`src/rtl/imem_pkg.sv`:
```
// imem_pkg: shared FSM state type and default geometry for the instruction memory controller.
// No latency or backpressure of its own; types and constants only.
package imem_pkg;

  localparam int IMEM_DATA_W = 16;
  localparam int IMEM_ADDR_W = 12;
  localparam int IMEM_DEPTH  = 16;

  typedef enum logic [1:0] {
    IDLE = 2'd0,
    LOAD = 2'd1,
    RUN  = 2'd2
  } state_t;

endpackage

```
`src/rtl/imem_ram.sv`:
```
// imem_ram: single write port, registered read port; read data appears 1 cycle after re.
// Array is never reset; only the read register resets, and it holds its value while re is low.
module imem_ram #(
  parameter int W     = 16,
  parameter int DEPTH = 16,
  parameter int AW    = 4
) (
  input  logic          clk,
  input  logic          rst,
  input  logic          we,
  input  logic [AW-1:0] waddr,
  input  logic [W-1:0]  wdata,
  input  logic          re,
  input  logic [AW-1:0] raddr,
  output logic [W-1:0]  rdata
);

  logic [W-1:0] mem [DEPTH];
  logic [W-1:0] rdata_q, rdata_d;

  always_ff @(posedge clk) begin
    if (we) mem[waddr] <= wdata;
  end

  always_comb begin
    rdata_d = rdata_q;
    if (re) rdata_d = mem[raddr];
  end

  always_ff @(posedge clk or posedge rst) begin
    if (rst) rdata_q <= '0;
    else     rdata_q <= rdata_d;
  end

  assign rdata = rdata_q;

endmodule

```
`src/rtl/imem_ctrl.sv`:
```
// imem_ctrl: program load FSM plus valid/ready fetch port; fetch latency 1, inst_ready low drops fetch_rdy.
// Defining IMEM_PARITY_EN stores an even-parity bit per word and checks it on every in-range fetch.
module imem_ctrl import imem_pkg::*; #(
  parameter int DATA_W = IMEM_DATA_W,
  parameter int ADDR_W = IMEM_ADDR_W,
  parameter int DEPTH  = IMEM_DEPTH
) (
  input  logic              clk,
  input  logic              rst,
  input  logic              ld_start,
  input  logic              ld_valid,
  input  logic              ld_last,
  input  logic [DATA_W-1:0] ld_data,
  output logic              ld_done,
  output logic [ADDR_W:0]   ld_count,
  input  logic              fetch_req,
  input  logic [ADDR_W-1:0] fetch_addr,
  output logic              fetch_rdy,
  output logic              inst_valid,
  input  logic              inst_ready,
  output logic [DATA_W-1:0] inst_out,
  output logic              addr_err,
  output logic              par_err
);

  localparam int IDX_W = (DEPTH > 1) ? $clog2(DEPTH) : 1;
  localparam logic [ADDR_W:0] DEPTH_C = (ADDR_W+1)'(DEPTH);
  localparam logic [ADDR_W:0] LAST_C  = (ADDR_W+1)'(DEPTH - 1);
`ifdef IMEM_PARITY_EN
  localparam int RAM_W = DATA_W + 1;
`else
  localparam int RAM_W = DATA_W;
`endif

  state_t state_q, state_d;
  logic [ADDR_W:0] ptr_q, ptr_d;
  logic [ADDR_W:0] ld_count_q, ld_count_d;
  logic ld_done_q, ld_done_d;
  logic inst_valid_q, inst_valid_d;
  logic oor_q, oor_d;
  logic addr_err_q, addr_err_d;

  logic ram_we, load_fin, accept, in_range, ram_re;
  logic [RAM_W-1:0] ram_wdata, ram_rdata;

  // FSM: state register
  always_ff @(posedge clk or posedge rst) begin
    if (rst) state_q <= IDLE;
    else     state_q <= state_d;
  end

  // FSM: next state; ld_start restarts a load from any state
  always_comb begin
    state_d = state_q;
    if (ld_start) begin
      state_d = LOAD;
    end else begin
      case (state_q)
        LOAD:    if (load_fin) state_d = RUN;
        default: state_d = state_q;
      endcase
    end
  end

  // FSM: outputs
  always_comb begin
    ram_we    = (state_q == LOAD) && ld_valid && !ld_start;
    fetch_rdy = (state_q == RUN) && (!inst_valid_q || inst_ready);
  end

  assign load_fin = ram_we && (ld_last || (ptr_q == LAST_C));
  assign in_range = {1'b0, fetch_addr} < DEPTH_C;
  // A fetch coinciding with ld_start is dropped: the load discards in-flight words anyway.
  assign accept   = fetch_req && fetch_rdy && !ld_start;
  assign ram_re   = accept && in_range;

  always_comb begin
    ptr_d        = ptr_q;
    ld_count_d   = ld_count_q;
    ld_done_d    = 1'b0;
    inst_valid_d = inst_valid_q;
    oor_d        = oor_q;
    addr_err_d   = addr_err_q;
    if (ld_start)    ptr_d = '0;
    else if (ram_we) ptr_d = ptr_q + 1'b1;
    if (load_fin) begin
      ld_done_d  = 1'b1;
      ld_count_d = ptr_q + 1'b1;
    end
    if (ld_start)        inst_valid_d = 1'b0;
    else if (accept)     inst_valid_d = 1'b1;
    else if (inst_ready) inst_valid_d = 1'b0;
    if (accept) oor_d = !in_range;
    if (ld_start)    addr_err_d = 1'b0;
    else if (accept) addr_err_d = addr_err_q || !in_range;
  end

  always_ff @(posedge clk or posedge rst) begin
    if (rst) begin
      ptr_q        <= '0;
      ld_count_q   <= '0;
      ld_done_q    <= 1'b0;
      inst_valid_q <= 1'b0;
      oor_q        <= 1'b0;
      addr_err_q   <= 1'b0;
    end else begin
      ptr_q        <= ptr_d;
      ld_count_q   <= ld_count_d;
      ld_done_q    <= ld_done_d;
      inst_valid_q <= inst_valid_d;
      oor_q        <= oor_d;
      addr_err_q   <= addr_err_d;
    end
  end

`ifdef IMEM_PARITY_EN
  logic chk_q, chk_d, par_err_q, par_err_d, par_bad;

  assign ram_wdata = {^ld_data, ld_data};
  // Read data lands the cycle inst_valid rises, so the check is combined into the flag that cycle.
  assign par_bad   = chk_q && (^ram_rdata);

  always_comb begin
    chk_d     = ram_re;
    par_err_d = ld_start ? 1'b0 : (par_err_q || par_bad);
  end

  always_ff @(posedge clk or posedge rst) begin
    if (rst) begin
      chk_q     <= 1'b0;
      par_err_q <= 1'b0;
    end else begin
      chk_q     <= chk_d;
      par_err_q <= par_err_d;
    end
  end

  assign par_err = par_err_q || par_bad;
`else
  assign ram_wdata = ld_data;
  assign par_err   = 1'b0;
`endif

  imem_ram #(
    .W     (RAM_W),
    .DEPTH (DEPTH),
    .AW    (IDX_W)
  ) u_ram (
    .clk   (clk),
    .rst   (rst),
    .we    (ram_we),
    .waddr (ptr_q[IDX_W-1:0]),
    .wdata (ram_wdata),
    .re    (ram_re),
    .raddr (fetch_addr[IDX_W-1:0]),
    .rdata (ram_rdata)
  );

  assign ld_done    = ld_done_q;
  assign ld_count   = ld_count_q;
  assign inst_valid = inst_valid_q;
  assign inst_out   = oor_q ? '0 : ram_rdata[DATA_W-1:0];
  assign addr_err   = addr_err_q;

endmodule
```
`config.mk`:
```
export PLATFORM = sky130hd
export DESIGN_NAME = imem_ctrl
export DESIGN_NICKNAME = d
export VERILOG_FILES = /design/src/rtl/imem_pkg.sv /design/src/rtl/imem_ram.sv /design/src/rtl/imem_ctrl.sv
export SDC_FILE = /design/constraint.sdc
export NUM_CORES = 1
export LEC_CHECK = 0
export BUFFER_PORTS_ARGS = -buffer_cell sky130_fd_sc_hd__buf_2
export CAP_MARGIN = 0
export CELL_PAD_IN_SITES_DETAIL_PLACEMENT = 1
export CELL_PAD_IN_SITES_GLOBAL_PLACEMENT = 2
export CORE_ASPECT_RATIO = 1.2
export CORE_MARGIN = 1.5
export CORE_UTILIZATION = 51
export DETAILED_ROUTE_END_ITERATION = 6
export PLACE_DENSITY = 0.86
export SYNTH_ARGS = -nofsm -noshare
export SYNTH_HDL_FRONTEND = slang
export SYNTH_SLANG_ARGS = --single-unit
```
`constraint.sdc`:
```
create_clock -name clk -period 5.6 [get_ports clk]
set_input_delay 0.28 -clock clk [delete_from_list [all_inputs] [get_ports clk]]
set_output_delay 0.28 -clock clk [all_outputs]
set_load 0.01 [all_outputs]
```
==> results.json, run 1 <==
{
  "cp.arrival_ps": 3380,
  "clock_power_share_pct": 42.8,
  "fin_crit_ps": 3230,
  "post_cts_buffers": 0,
  "drive_gt1_share_pct": 26.1,
  "worst_slew_pin_slew_ps": 1110,
  "p_switching_uw": 976,
  "placed_area_um2": 12900,
  "netlist_instances": 614,
  "final_cell_mix": "edfxtp_1, buf_2, mux2i_1, dfrtp_1, mux4_2",
  "crit_path_start_kind": "flip-flop",
  "grt_pass1_vias": 6575,
  "row_count": 62,
  "fillCellCount": 2072,
  "power_density_nw_per_um2": 344,
  "hp-class": "primary input to flip-flop",
  "drv_cap": 0,
  "hold_viol": 0,
  "synth-seq-cells": 304,
  "rsz0062_at_grt": "false",
  "dp_cells": 972,
  "synth.distinct_cells": 39,
  "grt_pass1_wl_um": 41400,
  "cts_buffer_depth": 3,
  "post-dp-hpwl_um": 17700,
  "antenna_found_initial": 0,
  "die_area_um2": 25100,
  "syn-num-nets": 653,
  "drv_slew": 0,
  "p_int_uw": 3800,
  "final_common_cell": "edfxtp_1",
  "track_usage_pct": 22.8,
  "dieHeight_um": 173,
  "vdd_drop_max_uv": 268,
  "ios": 69,
  "max_freq_mhz": 310,
  "clk_latency_ps": 540,
  "leakage_uw": 0.00511,
  "clk_pin_slew_ps": 60,
  "total_power_uw": 4770,
  "swShare_pct": 20.4,
  "seqPwrFrac_pct": 52.4,
  "synthFlopType": "edfxtp_1",
  "design_area_um2": 13900,
  "nets": 723,
  "end_kind": "flip-flop",
  "period_share_pct": 57.6,
  "drt_wl_total_um": 27500,
  "die_x_um": 145,
  "portBuffers": 67,
  "clock-sinks": 304,
  "cts_root_buf": "clkbuf_16",
  "wl_per_cell_um": 26.8,
  "crit_fanout": 21,
  "drtIter0Drc": 423,
  "cts_tree": "built",
  "finalNonFillerCells": 1026,
  "seq_area_frac_synth_pct": 72.2,
  "gp_congestion": 0.755,
  "grt_max_degree": 49,
  "syn_area_um2": 12300,
  "setup-violations-final": 0,
  "vias": 6038,
  "postRouteAntennaNets": 0,
  "multiInputGateArea_um2": 3180,
  "post_cts_resized": 0,
  "seqCellArea_um2": 8890,
  "drcViolationCount": 0,
  "cts_made_buffers": 29,
  "relSlewSlack_pct": 25.7,
  "grt-ovfl-total": 0,
  "skew_ps": 15.4,
  "cts_hold_buf": 1,
  "diodes": 0,
  "viasPerCell": 5.88,
  "synth_edf_count": 256,
  "start_util_pct": 51.7,
  "required_ps": 5750,
  "design.core.area_um2": 23800,
  "finalSetupTns_ps": 0,
  "area_delta_synth_final_pct": 12.9,
  "yosys_warnings": 0,
  "synth-async-reset-ratio_pct": 15.8,
  "syn_area_per_cell_um2": 20.0,
  "htree_num_levels": 1,
  "status": "completed",
  "path_class": "flip-flop to flip-flop",
  "drtPass1Iterations": 4,
  "p_comb_share_pct": 4.9
}
==> cell families (layout without fill, tap and decap cells) <==
group	Yosys count	count (layout)	synth area share (%)
muxes	143	143	19.2
adders and majority gates	4	4	0.407
buffers and inverters	42	134	1.99
other	1	1	0.0305
AOI/OAI and AO/OA	9	9	0.458
DFF	304	304	72.2
xor gates and xnor gates	21	21	1.49
and+or+nand+nor	90	90	4.18
==> critical path, cell delays in order, from the launching register on <==
cell and delay (ps):
dfrtp_1 400, nand3b_1 760, nor4b_1 830, and2_1 840
==> layer usage <==
layer	up-vias	track usage, %	wire, um
met5	-	0	0
li1	2592	-	-
met2	158	38.9	14400
met3	40	2.96	1010
met1	3248	31.1	11600
met4	0	5.64	525
==> power groups by stage <==
stage / registers [uW] / logic, uW / clock network (uW)
CTS: 2500 / 237 / 2070
floorplan: 2540 / 142 / 0
detailed placement: 2550 / 235 / 0
global route: 2500 / 250 / 2150
finish: 2500 / 233 / 2040
global placement: 2540 / 220 / 0
==> area by class of cell <==
cell class	instances	area share, %
Sequential cell	304	64.0
Tap cell	320	2.88
Timing Repair Buffer	73	2.77
Clock buffer	35	5.68
Multi-Input combinational cell	268	22.9
Clock inverter	18	1.58
Inverter	8	0.216
==> worst paths after layout <==
check / from / end / slack, ps / depth (start not counted)
max: state_q[1] / u_ram.mem[11][15] / 2370 / 3
min: inst_ready / inst_valid / 90 / 3
max reg2reg: state_q[1] / u_ram.mem[11][15] / 2370 / 3
min reg2reg: ld_count[9] / ld_count[9] / 480 / 1
max in group asynchronous: rst / ld_count[11] / 4630 / 4
min in group asynchronous: rst / u_ram.rdata[3] / 500 / 4
==> registers in the layout, indices dropped and copies added (netlist names) <==
| register | count |
|---|---|
| addr_err | 1 |
| inst_valid | 1 |
| ld_count | 13 |
| ld_done | 1 |
| oor_q | 1 |
| ptr_q | 13 |
| state_q | 2 |
| u_ram.mem | 256 |
| u_ram.rdata | 16 |
==> per-stage QoR <==
step / util, % / hold slack (ps) / setup slack [ps]
after floorplan: - / 379 / 3100
after CTS: 58.3 / 70.8 / 2370
after global routing: 58.3 / 109 / 2100
after detailed placement: 54.0 / 469 / 2440
final: 58.3 / 92.4 / 2370
after global placement: 54.0 / 464 / 2680
==> cells in the mapped netlist (2+ instances only) <==
cell      number  area [um^2]
or3_1          2         12.5
nor2_1        17         63.8
mux2i_1       49          490
mux2_2        23          259
dfrtp_1       48         1200
nand2_1        4         15.0
nor2b_1       17          106
and3_1         2         12.5
nor3_1        11         55.1
a21oi_1        2         10.0
and2_1        15         93.8
edfxtp_1     256         7690
clkbuf_1      10         37.5
nand4_1        4         25.0
buf_1          2         7.51
nand3_1        4         20.0
mux2_1         7         78.8
o21ai_0        4         20.0
nor4_1         7         43.8
inv_1          8         30.0
mux4_2        39          878
ha_1           4         50.1
xor2_1         8         70.1
nor4b_1        2         17.5
buf_6          8         90.1
buf_2         10         50.1
buf_4          3         22.5
xnor2_1       13          114
mux4_1        25          657
Note: power is estimated with default switching activity, not from simulation.
==> run 2, diff against run 1 <==
--- a/config.mk
+++ b/config.mk
@@ -5,15 +5,16 @@
 export SDC_FILE = /design/constraint.sdc
 export NUM_CORES = 1
 export LEC_CHECK = 0
+export ABC_AREA = 1
 export BUFFER_PORTS_ARGS = -buffer_cell sky130_fd_sc_hd__buf_2
 export CAP_MARGIN = 0
 export CELL_PAD_IN_SITES_DETAIL_PLACEMENT = 1
 export CELL_PAD_IN_SITES_GLOBAL_PLACEMENT = 2
 export CORE_ASPECT_RATIO = 1.2
 export CORE_MARGIN = 1.5
-export CORE_UTILIZATION = 51
+export CORE_UTILIZATION = 36
 export DETAILED_ROUTE_END_ITERATION = 6
-export PLACE_DENSITY = 0.86
+export PLACE_DENSITY = 0.78
 export SYNTH_ARGS = -nofsm -noshare
 export SYNTH_HDL_FRONTEND = slang
 export SYNTH_SLANG_ARGS = --single-unit
==> constraint.sdc (replaced) <==
create_clock -name clk -period 2.95 [get_ports clk]
set_input_delay 0.1475 -clock clk [delete_from_list [all_inputs] [get_ports clk]]
set_output_delay 0.1475 -clock clk [all_outputs]
set_load 0.01 [all_outputs]
==> run 2 against run 1 <==
Routed wire length grew 33%. Clock power up 88%. Core utilization fell by 16 points.
==> results.json, run 2 <==
{
  "synth.area.mux_share_pct": 0,
  "design.core.area_um2": 36700,
  "ios": 69,
  "nets": 1471,
  "die_x_um": 179,
  "postRouteAntennaNets": 0,
  "grt_pass1_wl_um": 56900,
  "drt_wl_total_um": 36500,
  "synth_compound_area_share_pct": 1.30,
  "antenna_found_initial": 1,
  "gp_congestion": 0.743,
  "hold_viol": 0,
  "diodes": 0,
  "synth-seq-cells": 304,
  "synth_edf_count": 256,
  "ys_top_cells_by_count": "nand2_1, edfxtp_1, inv_1, nand3_1, dfrtp_1",
  "clk_latency_ps": 540,
  "vdd_drop_max_uv": 343,
  "worst_slew_pin_slew_ps": 950,
  "clock-sinks": 304,
  "cts_buffer_depth": 3,
  "relSlewSlack_pct": 36.6,
  "required_ps": 3110,
  "path_class": "flip-flop to flip-flop",
  "final_cell_mix": "nand2_1, edfxtp_1, inv_1, nand3_1, buf_2",
  "crit_fanout": 16,
  "die_area_um2": 38200,
  "synth_most_common_cell": "nand2_1",
  "hold_slack_ps": 16.4,
  "cts_tree": "built",
  "synth_top_area_cell": "edfxtp_1",
  "synth.distinct_cells": 26,
  "skew_ps": 13.2,
  "synthAdderAreaFrac_pct": 0.375,
  "syn-num-nets": 1385,
  "cts_root_buf": "clkbuf_16",
  "cp.arrival_ps": 2480,
  "start_util_pct": 36.3,
  "grt_max_degree": 129,
  "area_delta_synth_final_pct": 15.7,
  "clk_pin_slew_ps": 60,
  "seqCellArea_um2": 8890,
  "leakage_uw": 0.00689,
  "synthFlopType": "edfxtp_1",
  "end_kind": "flip-flop",
  "yosys_warnings": 0,
  "htree_num_levels": 1,
  "synth_area_leaders": "edfxtp_1, nand2_1, dfrtp_1",
  "final_common_cell": "nand2_1",
  "syn_area_um2": 13300,
  "synthXorXnorAreaFrac_pct": 0.263,
  "drive_gt1_share_pct": 12.8,
  "viasPerCell": 4.85,
  "fin_crit_ps": 2320,
  "post_cts_buffers": 0,
  "grt_pass1_vias": 10000,
  "portBuffers": 67,
  "finalSetupTns_ps": 0,
  "largest_reg_flops": 256,
  "track_usage_pct": 19.8,
  "fillCellCount": 4088,
  "post-dp-hpwl_um": 22200,
  "drv_slew": 0,
  "grt-ovfl-total": 0,
  "synth-simple-area-share_pct": 22.4,
  "syn_area_per_cell_um2": 9.91,
  "status": "completed",
  "hp-class": "primary input to flip-flop",
  "synth-async-reset-ratio_pct": 15.8,
  "power_density_nw_per_um2": 590,
  "drtPass1Iterations": 4,
  "dieHeight_um": 214,
  "crit_path_start_kind": "flip-flop",
  "drcViolationCount": 0,
  "seq_area_frac_synth_pct": 66.6,
  "max_freq_mhz": 432,
  "drtIter0Drc": 440,
  "wl_per_cell_um": 18.9,
  "top_register": "u_ram.mem",
  "setup-violations-final": 0,
  "netlist_instances": 1346,
  "multiInputGateArea_um2": 3290,
  "drv_cap": 0,
  "synth.top_cell.area_share_pct": 57.6,
  "synth_top_family_by_area": "simple AND/OR/NAND/NOR gates",
  "vias": 9356,
  "period_share_pct": 78.5,
  "rsz0062_at_grt": "false",
  "cts_made_buffers": 31,
  "row_count": 77
}
run 2: cell count changes in the layout (fill, tap and decap cells not counted), sizes merged, moves of 13 or more:
| cell | previous run | this run |
|---|---|---|
| nand2 | 4 | 449 |
| inv | 8 | 241 |
| nand3 | 4 | 204 |
| mux4 | 64 | 0 |
| mux2i | 49 | 0 |
| mux2 | 30 | 0 |
| buf | 72 | 99 |
| nor2 | 17 | 40 |
| nor2b | 17 | 0 |
| and2 | 15 | 0 |
| o21ai | 4 | 18 |
| dlygate4sd3 | 1 | 14 |
| xnor2 | 13 | 0 |
run 2: stage by stage:
stage / std cells / area (um^2) / util (%) / setup slack (ps) / power (uW)
after floorplan: 1346 / 13300 / - / 399 / 5120
after global placement: 1859 / 14300 / 39.0 / 711 / 5350
after detailed placement: 1859 / 14300 / 39.0 / 640 / 5370
after CTS: 1929 / 15400 / 42.0 / 629 / 9210
after global routing: 1929 / 15400 / 42.0 / 489 / 9420
final: 1929 / 15400 / 42.0 / 635 / 9110
run 2: routing by layer:
layer | global-route usage (%) | vias up | wire [um]
met2 | 36.0 | 164 | 18600
met5 | 0 | - | 10
met4 | 6.61 | 2 | 1240
li1 | - | 4464 | -
met1 | 24.1 | 4666 | 15400
met3 | 2.45 | 60 | 1230
run 2: cell type report:
| class | count | share of cell area [%] |
|---|---|---|
| clock buffer | 38 | 5.33 |
| clock inverter | 18 | 1.03 |
| inverter | 241 | 5.88 |
| multi-input combinational | 741 | 21.3 |
| sequential | 304 | 57.6 |
| tap | 474 | 3.84 |
| timing repair buffer | 113 | 4.98 |
run 2: repair_timing:
action                                 CTS  global route
endpoints found under the hold margin  126             0
gates resized for setup                  0             0
hold buffers                            14             0
run 2: power by group:
| group | internal [uW] | leakage, uW | total, uW | switching [uW] |
|---|---|---|---|---|
| sequential | 4700 | 0.00296 | 4730 | 29.3 |
| combinational | 154 | 0.00343 | 551 | 397 |
| clock | 2220 | 0.000492 | 3830 | 1600 |
run 2: worst max-delay path, cell delays in order, from the launching register on:
cell and delay (ps):
dfrtp_1 360, inv_1 90, nand3_1 140, nor2_4 300
nand2_1 260, nor2_2 780
run 2: final timing paths:
kind | start | end | slack, ps | cells past startpoint
max in group asynchronous | rst | ld_count[0] | 1960 | 4
worst min-delay path | ld_data[0] | u_ram.mem[5][0] | 20 | 1
worst max-delay path | state_q[1] | u_ram.mem[8][0] | 630 | 5
min in group asynchronous | rst | addr_err | 130 | 3
worst max register to register | state_q[1] | u_ram.mem[8][0] | 630 | 5
worst min register to register | ld_count[12] | ld_count[12] | 480 | 2
run 2: cell families (layout without fill, tap and decap cells):
| family | after synthesis | after routing |
|---|---|---|
| AOI/OAI and AO/OA | 26 | 26 |
| DFF | 304 | 304 |
| and+or+nand+nor | 706 | 706 |
| buffers and inverters | 301 | 410 |
| other | 1 | 1 |
| adders and majority gates | 4 | 4 |
| xor gates and xnor gates | 4 | 4 |
